<file path="src/rtl/mandel_cmd_rx.sv">
// mandel_cmd_rx: UART command-frame receiver for the Mandelbrot engine.
// Hunts for sync 0xA5, stages a 13-byte payload, checks an XOR checksum
// and commits the parameter set with a one-cycle start pulse.
//
// Ports:
//   clk, rst        engine clock, synchronous active-high reset
//   rx_data         byte from the UART receiver, stable while rx_ready high
//   rx_ready        asynchronous level, high while a byte is available
//   engine_busy     engine is rendering; commit waits for it to drop
//   pix_x, pix_y    last column / row index
//   cxs, cys        start coordinates (Q4.12)
//   dcx, dcy        per-pixel step (Q4.12)
//   max_iter        iteration limit
//   start           one-cycle pulse, parameters valid in the same cycle
//   err_*           one-cycle error pulses (checksum, timeout,
//                   zero max_iter, byte received while pending)
`timescale 1ns/1ps

module mandel_cmd_rx #(
    parameter int TIMEOUT_CYCLES = 700000,
    parameter int N_BIT          = 16
) (
    input  logic             clk,
    input  logic             rst,
    input  logic [7:0]       rx_data,
    input  logic             rx_ready,
    input  logic             engine_busy,
    output logic [8:0]       pix_x,
    output logic [7:0]       pix_y,
    output logic [N_BIT-1:0] cxs,
    output logic [N_BIT-1:0] cys,
    output logic [N_BIT-1:0] dcx,
    output logic [N_BIT-1:0] dcy,
    output logic [15:0]      max_iter,
    output logic             start,
    output logic             err_cksum,
    output logic             err_timeout,
    output logic             err_param,
    output logic             err_overrun
);

    localparam int            CW       = $clog2(TIMEOUT_CYCLES + 1);
    localparam logic [CW-1:0] CNT_LAST = CW'(TIMEOUT_CYCLES - 1);
    localparam logic [CW-1:0] CNT_ONE  = CW'(1);
    localparam logic [7:0]    SYNC     = 8'hA5;
    localparam logic [3:0]    IDX_LAST = 4'd12;

    typedef enum logic [1:0] {
        HUNT,
        PAYLOAD,
        CHECK_WAIT,
        PEND
    } state_t;

    state_t state;

    // rx_ready crossing: two synchronizer flops, then a registered
    // rising-edge detect so a held level yields exactly one byte.
    logic rdy_s1;
    logic rdy_s2;
    logic rdy_prev;
    logic acc;

    always_ff @(posedge clk) begin
        if (rst) begin
            rdy_s1   <= 1'b0;
            rdy_s2   <= 1'b0;
            rdy_prev <= 1'b0;
            acc      <= 1'b0;
        end else begin
            rdy_s1   <= rx_ready;
            rdy_s2   <= rdy_s1;
            rdy_prev <= rdy_s2;
            acc      <= rdy_s2 & ~rdy_prev;
        end
    end

    // Staging: only bit 0 of payload byte 0 carries information
    // (pix_x[8]); bytes 1..12 are kept whole.
    logic            stg_px8;
    logic [7:0]      stg [1:12];
    logic [3:0]      idx;
    logic [7:0]      xacc;

    // Cycles elapsed since the last accepted byte, the accept cycle
    // itself being cycle 0. Reloading with 1 lets the registered
    // timeout pulse land exactly TIMEOUT_CYCLES after the accept.
    logic [CW-1:0]   cnt;

    logic [15:0]     stg_iter;
    logic            in_frame;
    logic            to_fire;
    logic            cks_ok;
    logic            iter_ok;
    logic            commit;

    assign stg_iter = {stg[11], stg[12]};

    always_comb begin
        in_frame = (state == PAYLOAD) || (state == CHECK_WAIT);
        // An accepted byte beats a timeout in the same cycle.
        to_fire  = in_frame && !acc && (cnt == CNT_LAST);
        cks_ok   = (rx_data == xacc);
        iter_ok  = (stg_iter != 16'd0);
        commit   = 1'b0;
        if (!engine_busy) begin
            unique case (1'b1)
                (state == PEND):       commit = 1'b1;
                (state == CHECK_WAIT): commit = acc && cks_ok && iter_ok;
                default:               commit = 1'b0;
            endcase
        end
    end

    always_ff @(posedge clk) begin
        if (rst) begin
            state       <= HUNT;
            idx         <= 4'd0;
            xacc        <= 8'd0;
            cnt         <= '0;
            stg_px8     <= 1'b0;
            for (int i = 1; i <= 12; i++) begin
                stg[i] <= 8'd0;
            end
            pix_x       <= 9'd510;
            pix_y       <= 8'd255;
            cxs         <= '0;
            cys         <= '0;
            dcx         <= '0;
            dcy         <= '0;
            max_iter    <= 16'd100;
            start       <= 1'b0;
            err_cksum   <= 1'b0;
            err_timeout <= 1'b0;
            err_param   <= 1'b0;
            err_overrun <= 1'b0;
        end else begin
            start       <= commit;
            err_cksum   <= 1'b0;
            err_param   <= 1'b0;
            err_timeout <= to_fire;
            // Bytes during PEND are dropped, even in the commit cycle.
            err_overrun <= (state == PEND) && acc;

            if (commit) begin
                pix_x    <= {stg_px8, stg[1]};
                pix_y    <= stg[2];
                cxs      <= N_BIT'({stg[3], stg[4]});
                cys      <= N_BIT'({stg[5], stg[6]});
                dcx      <= N_BIT'({stg[7], stg[8]});
                dcy      <= N_BIT'({stg[9], stg[10]});
                max_iter <= stg_iter;
            end

            if (to_fire) begin
                state   <= HUNT;
                cnt     <= '0;
                stg_px8 <= 1'b0;
                for (int i = 1; i <= 12; i++) begin
                    stg[i] <= 8'd0;
                end
            end else begin
                unique case (state)
                    HUNT: begin
                        if (acc && rx_data == SYNC) begin
                            idx   <= 4'd0;
                            xacc  <= 8'd0;
                            cnt   <= CNT_ONE;
                            state <= PAYLOAD;
                        end
                    end
                    PAYLOAD: begin
                        // 0xA5 here is plain data; no resync.
                        if (acc) begin
                            if (idx == 4'd0) begin
                                stg_px8 <= rx_data[0];
                            end
                            for (int i = 1; i <= 12; i++) begin
                                if (idx == 4'(i)) begin
                                    stg[i] <= rx_data;
                                end
                            end
                            xacc <= xacc ^ rx_data;
                            idx  <= idx + 4'd1;
                            cnt  <= CNT_ONE;
                            if (idx == IDX_LAST) begin
                                state <= CHECK_WAIT;
                            end
                        end else begin
                            cnt <= cnt + 1'b1;
                        end
                    end
                    CHECK_WAIT: begin
                        if (acc) begin
                            cnt <= '0;
                            if (!cks_ok) begin
                                err_cksum <= 1'b1;
                                state     <= HUNT;
                            end else if (!iter_ok) begin
                                err_param <= 1'b1;
                                state     <= HUNT;
                            end else if (commit) begin
                                state <= HUNT;
                            end else begin
                                state <= PEND;
                            end
                        end else begin
                            cnt <= cnt + 1'b1;
                        end
                    end
                    PEND: begin
                        if (commit) begin
                            state <= HUNT;
                        end
                    end
                    default: state <= HUNT;
                endcase
            end
        end
    end

endmodule

</file>
<file path="config.mk">
export PLATFORM = sky130hd
export DESIGN_NAME = mandel_cmd_rx
export DESIGN_NICKNAME = d
export VERILOG_FILES = /design/src/rtl/mandel_cmd_rx.sv
export SDC_FILE = /design/constraint.sdc
export NUM_CORES = 1
export LEC_CHECK = 0
export BUFFER_PORTS_ARGS = -buffer_cell sky130_fd_sc_hd__buf_2
export CORE_ASPECT_RATIO = 1.4
export CORE_MARGIN = 10
export CORE_UTILIZATION = 30
export DETAILED_ROUTE_END_ITERATION = 8
export PLACE_DENSITY = 0.49
export SLEW_MARGIN = 0
export SYNTH_ARGS = -nofsm -noshare
export SYNTH_HDL_FRONTEND = slang
export SYNTH_SLANG_ARGS = --single-unit
</file>
<file path="constraint.sdc">
create_clock -name clk -period 2.8 [get_ports clk]
set_input_delay 0.14 -clock clk [delete_from_list [all_inputs] [get_ports clk]]
set_output_delay 0.14 -clock clk [all_outputs]
set_load 0.01 [all_outputs]
</file>
Word level (Yosys, flattened, before mapping)
Memory sizes are Yosys's and may differ from the RTL's. A register that Yosys moved wholly into a read port is not among the register bits.
Index checks and enable logic that the tools add are counted.
- bits of input ports: 12
- flip-flop bits (word level): 69
- bits in writable memories: 96
- output and inout port bits: 102
- memories kept: 1
- word-level logic and storage cells: 217
- equal/unequal tests: 23
- add/subtract/negate cells: 2
- reductions and logical operators: 20
- bitwise gates (word level): 31
- multiplexer cells: 124
- memory list (name ; depth ; bits a word ; rd ports ; clocked after memory_dff ; write ports ; line ; RTL):
    stg ; 12 ; 8 ; 12 ; 10 ; 12 ; 81 ; logic [7:0] stg [1:12];
- operators by type and width (cell ; number):
    two-way mux 8 bit ; 26
    two-way mux 1 bit ; 80
    two-way mux 20 bit ; 3
    case mux 20 bit (3 select lines) ; 1
    bitwise OR 1 bit ; 24
    adder 20 x 1 -> 20 bit (second input constant) ; 1
    equality test 20 bit (second input constant) ; 1
    equality test 4 bit (second input constant) ; 5
    equality test 4 x 3 -> 1 bit (second input constant) ; 4
    two-way mux 2 bit ; 8
    case mux 8 bit (2 select lines) ; 1
    nonzero test 16 bit ; 1
    equality test 4 x 2 -> 1 bit (second input constant) ; 2
    equality test 8 bit ; 1
    equality test 8 bit (second input constant) ; 1
    two-way mux 4 bit ; 2
    inequality test 2 bit (second input constant) ; 4
    case mux 2 bit (4 select lines) ; 1
    case mux 4 bit (2 select lines) ; 1
    XOR 8 bit ; 1
    logical AND 1 bit ; 6
    NOT 1 bit ; 5
    AND reduction 5 bit ; 1
    OR reduction 5 bit ; 1
    18 further kinds ; 19

Longest topological paths before layout
Gate-level depths: netlist of the first run.
- depth after elaboration: 10
- depth in mapped cells: 9
- gate-level depth less buffers: 7

Least setup slack after synthesis of the first run
No wires, ideal clock.
- path kind: register to register
- start point: register cnt[0]
- end point: memory stg[7][0], enable pin
- arrival: 1.891 ns
- setup time: 0.374 ns
- setup slack: 0.535 ns
- buffers on the path: 3
- clock period less this slack: 2.265 ns
- required time: 2.426 ns
- stages on the path, launching flop included: 9
- path through: dfxtp_1 -> ha_1 -> clkbuf_1 -> nand4b_1 -> nor2_1 -> a31oi_1 -> clkbuf_1 -> clkbuf_1 -> o21ai_1
- RTL lines (element ; line ; RTL):
    from (decl) ; 88 ; logic [CW-1:0] cnt;
    from (signal assigned) ; 190 ; cnt <= cnt + 1'b1;
    from (signal assigned) ; 208 ; cnt <= cnt + 1'b1;
    to (decl) ; 81 ;

==> impl_metrics.tcl, run 1 <==
set metrics [dict create \
    outcome "completed" \
    antenna_left 0 \
    cp-start-kind "register" \
    num_io_pins 114 \
    synth_edf_count 96 \
    critPathMaxStageDelay_ps 420 \
    nFillCells 3374 \
    critical_path_cell_count 7 \
    dp_hpwl_um 17920 \
    cts_tree "built" \
    initial_utilization_pct 30.36 \
    skew_ps 13.34 \
    layout-drive-gt1-share_pct 17.49 \
    synth_area_leaders "edfxtp_1, dfxtp_1, mux2i_1" \
    wl_um 25990 \
    num_vias 6894 \
    path_cells "inv_1, ha_1, nand4b_1, nor2_1, a31oi_2, buf_4, o21ai_1" \
    slew_headroom_pct 45.72 \
    rr_worst_depth 7 \
    finalMaxSlewViolations 0 \
    setup_violations 0 \
    fin_nets 1076 \
    ys_ff_latch 237 \
    crit_family "compound AO/OA/AOI/OAI gates" \
    hold_violations 0 \
    path_max_fanout 30 \
    clock-root-buffer "clkbuf_16" \
    globalplace.congestion 0.7662 \
    grt_pass1_vias 7063 \
    clock_latency_ps 540 \
    cp-end-kind "register" \
    power.density_nw_per_um2 633.0 \
    cts_sinks 237 \
    coreArea_um2 33310 \
    max_freq_ghz 0.4162 \
    synth_top_area_share_pct 28.50 \
    path_clk_slew_ps 60 \
    yosys.area.top_type "edfxtp_1" \
    hold_path_depth 2 \
    worstPathRequired_ps 2960 \
    fin_crit_sh_pct 85.80 \
    global_route.usage.total_pct 12.09 \
    hp-class "input port to register" \
    arrival_ps 2560 \
    worst_hold_slack_ps 43.82 \
    crit_buf_inv 2 \
    grt_pass1_wl_um 40540 \
    rsz0062_at_grt "no" \
    vdd_ir_drop_max_v 0.0004306 \
    placementRows 79 \
    drt-pass1-iter-count 4 \
    grt_max_degree 83 \
    syn_area_per_cell_um2 10.58 \
    vias_per_cell 4.536 \
    ctsLongestPathBuffers 3 \
    layout_setup_ws_ps 397.5 \
    fp.dieH_um 237.3 \
    seqCellArea_um2 5705 \
    drc 0 \
    crit_type "register to register" \
    drt_iter0_drc 520 \
    cp_slowest_cell "o21ai_1" \
    wl_per_cell_um 17.10 \
    final.setup.tns_ps 0 \
    die_width_um 175.2 \
    synth_cells 956 \
    multi_input_area_um2 4099 \
    synthToLayoutAreaGrowth_pct 19.85 \
    fin_crit_ps 2402 \
    cts_inserted_buffers 26 \
    drv_cap 0 \
    yosysWarnings 0 \
    portBuffers 113 \
    antenna_found_initial 0 \
    cts_resized 0 \
    synthesis.area_um2 10110 \
    dpl_worst_slack_ps 392.8 \
    async_reset_ff_share_pct 0 \
    synth_ff_type "dfxtp_1" \
    worst_pin_slew_ps 814.1 \
    syn_nets 977 \
    synth.yosys.seq_area_share_pct 56.41 \
    ys_types 48 \
    p_leak_nw 4.484 \
    h-tree-depth 1 \
    overflow 0 \
    num_antenna_cells 0 \
    finalPower_mw 7.674 \
    dieArea_um2 41560 \
]
final timing paths:
| kind | from | to | slack [ps] |
|---|---|---|---|
| min reg2reg | rdy_prev | acc | 380 |
| min | rx_data[2] | stg[3][2] | 40 |
| max reg2reg | state[1] | stg[7][5] | 400 |
| max | state[1] | stg[7][5] | 400 |
per-stage QoR:
step | area (um^2) | util [%] | cells
CTS | 12120 | 36.39 | 1520
global route | 12120 | 36.39 | 1520
floorplan | 10110 | - | 956
global placement | 11180 | 33.57 | 1469
finish | 12120 | 36.39 | 1520
detailed placement | 11180 | 33.57 | 1469
repair_timing:
item,4_1_cts,5_1_grt
hold buffers,3,0
buffers inserted,0,0
hold endpoints to repair,3,0
layout make-up:
type	count	area share, %
Clock inverter	20	1.920
Timing Repair Buffer	140	6.729
Inverter	9	0.2787
Clock buffer	28	5.604
Sequential cell	237	47.06
Multi-Input combinational cell	641	33.81
Tap cell	445	4.593
state kept, by name (all words and copies together) (netlist names), 9 cells and up:
signal,flops
cnt,20
dcx,16
stg,96
max_iter,16
cys,16
dcy,16
pix_x,9
cxs,16
Yosys cell counts (all sizes together) (2+ instances only):
cell type	number
a211oi	2
a21oi	14
a31o	2
a31oi	3
and2	9
and3	48
buf	18
clkbuf	51
dfxtp	141
edfxtp	96
ha	9
inv	8
mux2i	100
nand2	46
nand2b	160
nand3	13
nand3b	9
nand4	16
nand4b	2
nor2	126
nor2b	6
nor3	8
nor4	9
nor4b	2
o21ai	14
or2	2
or3	3
or4	2
xnor2	10
xor2	16
logic make-up (layout without fill, tap and decap cells):
logic type / after synthesis / count (layout) / share of synthesized area, %
AOI/OAI and AO/OA: 43 / 43 / 2.598
xor gates and xnor gates: 26 / 26 / 2.251
adders and majority gates: 9 / 9 / 1.113
buffers and inverters: 78 / 197 / 3.290
DFF: 237 / 237 / 56.41
muxes: 100 / 100 / 9.896
and+or+nand+nor: 463 / 463 / 24.44
cells in the final DEF (no fill, tap or decap), types with 3 or more instances in the layout:
cell type,instances
clkbuf_16,27
bufinv_16,5
buf_4,22
xor2_1,16
nor4_1,9
clkinv_1,4
and2_1,9
clkinvlp_4,3
or3_1,3
and3_1,48
ha_1,9
nor2_1,126
nor3_1,7
edfxtp_1,96
inv_1,8
buf_12,3
nand3b_1,9
xnor2_1,10
dfxtp_1,141
mux2i_1,100
a21oi_1,14
nand2_1,46
buf_2,112
clkinv_2,7
nand2b_1,160
nand4_1,16
nor2b_1,6
dlygate4sd3_1,3
o21ai_0,12
nand3_1,13
worst reg2reg max path: stages (launching register included):
cell and delay, ps:
dfxtp_1 400, inv_1 80, ha_1 360, nand4b_1 120
nor2_1 250, a31oi_2 120, buf_4 260, o21ai_1 430
report_power, final:
group	switching (mW)	internal (mW)
clock network	1.42	2.22
logic	0.248	0.124
registers	0.0274	3.64
total	1.70	5.98
routing by layer:
metal,wire length (um),vias up,GRT usage (%)
li1,-,3440,-
met1,10790,3284,13.68
met2,13430,128,21.94
met3,1098,42,2.269
met4,674,0,4.634
met5,0,-,0
Note: power is estimated with default switching activity, not from simulation.
==> run 2, diff against run 1 <==
Settings changed: CORE_UTILIZATION 30 to 50, GPL_TIMING_DRIVEN from default to 0, PLACE_DENSITY 0.49 to 0.73.
==> impl_metrics.tcl, run 2 (synthesized netlist as in run 1, its figures left out) <==
set metrics [dict create \
    outcome "completed" \
    drt_iter0_drc 503 \
    num_antenna_cells 0 \
    critPathMaxStageDelay_ps 370 \
    cts_inserted_buffers 24 \
    dp_hpwl_um 17730 \
    layout_setup_ws_ps 199.7 \
    skew_ps 13.68 \
    ctsLongestPathBuffers 3 \
    reg.largest.list "stg: 96 flops, cnt: 20 flops" \
    path_clk_slew_ps 60 \
    mostFrequentLayoutCells "nand2b_1, dfxtp_1, buf_2, nor2_1, mux2i_1" \
    fin_nets 1115 \
    vias_per_cell 5.309 \
    finalMaxSlewViolations 0 \
    vdd_ir_drop_max_v 0.0004139 \
    dpl-instance-area_um2 10990 \
    grt_pass1_wl_um 39090 \
    worstPathRequired_ps 3000 \
    worst_pin_slew_ps 963.1 \
    fp.dieH_um 188.3 \
    clock-root-buffer "clkbuf_16" \
    place_inst 1320 \
    final_common_cell "nand2b_1" \
    worst_hold_slack_ps 55.85 \
    coreArea_um2 19920 \
    wl_um 24500 \
    drc 0 \
    placementRows 61 \
    cts_tree "built" \
    crit_type "register to register" \
    regMostFlops "stg" \
    crit_buf_inv 3 \
    max_freq_ghz 0.3846 \
    nFillCells 1734 \
    portBuffers 112 \
    cpMostUsedCell "clkbuf_2" \
    path_cells "inv_1, ha_1, nand4b_1, nor2_1, a31oi_1, clkbuf_2, clkbuf_2, nand2_1" \
    fin_crit_sh_pct 92.87 \
    globalplace.congestion 0.9246 \
    cp-end-kind "register" \
    finish.instance_area_um2 11740 \
    clock_latency_ps 520 \
    grt_pass1_vias 7292 \
    drt-pass1-iter-count 5 \
    wl_per_cell_um 17.96 \
    antenna_left 0 \
    rsz0062_at_grt "yes" \
    dieArea_um2 26400 \
    dpl_worst_slack_ps -159.7 \
    crit_family "buffers and inverters" \
    grt_max_degree 15 \
    setup_violations 0 \
    multi_input_area_um2 4083 \
    p_leak_nw 4.404 \
    cp_slowest_cell "dfxtp_1" \
    h-tree-depth 1 \
    fin_crit_ps 2600 \
    power.density_nw_per_um2 600.0 \
    fin_cells 1364 \
    drv_cap 0 \
    slew_headroom_pct 35.20 \
    arrival_ps 2800 \
    synthToLayoutAreaGrowth_pct 16.08 \
    path_max_fanout 10 \
    num_vias 7241 \
    hold_violations 0 \
    layout-drive-gt1-share_pct 15.47 \
    largest_reg_flops 96 \
    num_io_pins 114 \
    cts_sinks 237 \
    seqCellArea_um2 5705 \
    hp-class "input port to register" \
    global_route.usage.total_pct 18.08 \
    antenna_found_initial 0 \
    overflow 0 \
    cp-start-kind "register" \
    die_width_um 140.2 \
    initial_utilization_pct 50.78 \
]
[run 2: cell types whose count changed in the layout (fill, tap and decap cells not counted), sizes merged]
cell,before,now
buf,137,130
bufinv,5,0
clkbuf,28,85
clkinv,11,8
clkinvlp,4,1
dlygate4sd3,3,1
[run 2: metrics by stage]
stage | total power [mW] | TNS [ps] | util, %
floorplan | 3.990 | 0 | -
global placement | 4.104 | -1804 | 55.17
detailed placement | 4.111 | -6520 | 55.17
CTS | 7.081 | 0 | 58.94
global route | 7.264 | -24.47 | 58.94
finish | 7.044 | 0 | 58.94
[run 2: what timing repair did]
item | 4_1_cts | 5_1_grt
gates resized for setup | 2 | 4
hold buffers | 1 | 0
endpoints found under the setup margin | 80 | 88
hold endpoints to repair | 1 | 0
gates cloned | 0 | 0
buffers inserted | 0 | 0
[run 2: final cells by class]
cell class | count | area share (%)
multi-input combinational | 641 | 34.77
sequential | 237 | 48.59
inverter | 9 | 0.2877
tap | 252 | 2.685
buffer | 68 | 2.536
clock inverter | 9 | 0.5435
clock buffer | 35 | 5.722
timing repair buffer | 113 | 4.859
[run 2: per-layer routing]
| metal | track usage (%) | wire (um) |
|---|---|---|
| met1 | 20.39 | 9574 |
| met2 | 32.99 | 12800 |
| met3 | 3.473 | 1467 |
| met4 | 6.131 | 665 |
| met5 | 0 | 0 |
[run 2: path summary, 6_finish.rpt]
check | from | slack (ps) | cells after the start | endpoint
worst max-delay path | state[0] | 200 | 8 | stg[10][2]
worst max register to register | state[0] | 200 | 8 | stg[10][2]
worst min-delay path | rx_data[0] | 60 | 4 | xacc[0]
worst min register to register | rdy_prev | 390 | 1 | acc
[run 2: report_power, final]
group	total (mW)	internal, mW	switching (mW)
Sequential	3.66	3.64	0.0239
Combinational	0.381	0.126	0.255
Clock	3.00	1.68	1.32
Total	7.04	5.44	1.60
[run 2: tightest hold or removal path: stages]
cell	delay [ps]
buf_2	130
nor2_1	50
o21ai_0	140
a21oi_1	60
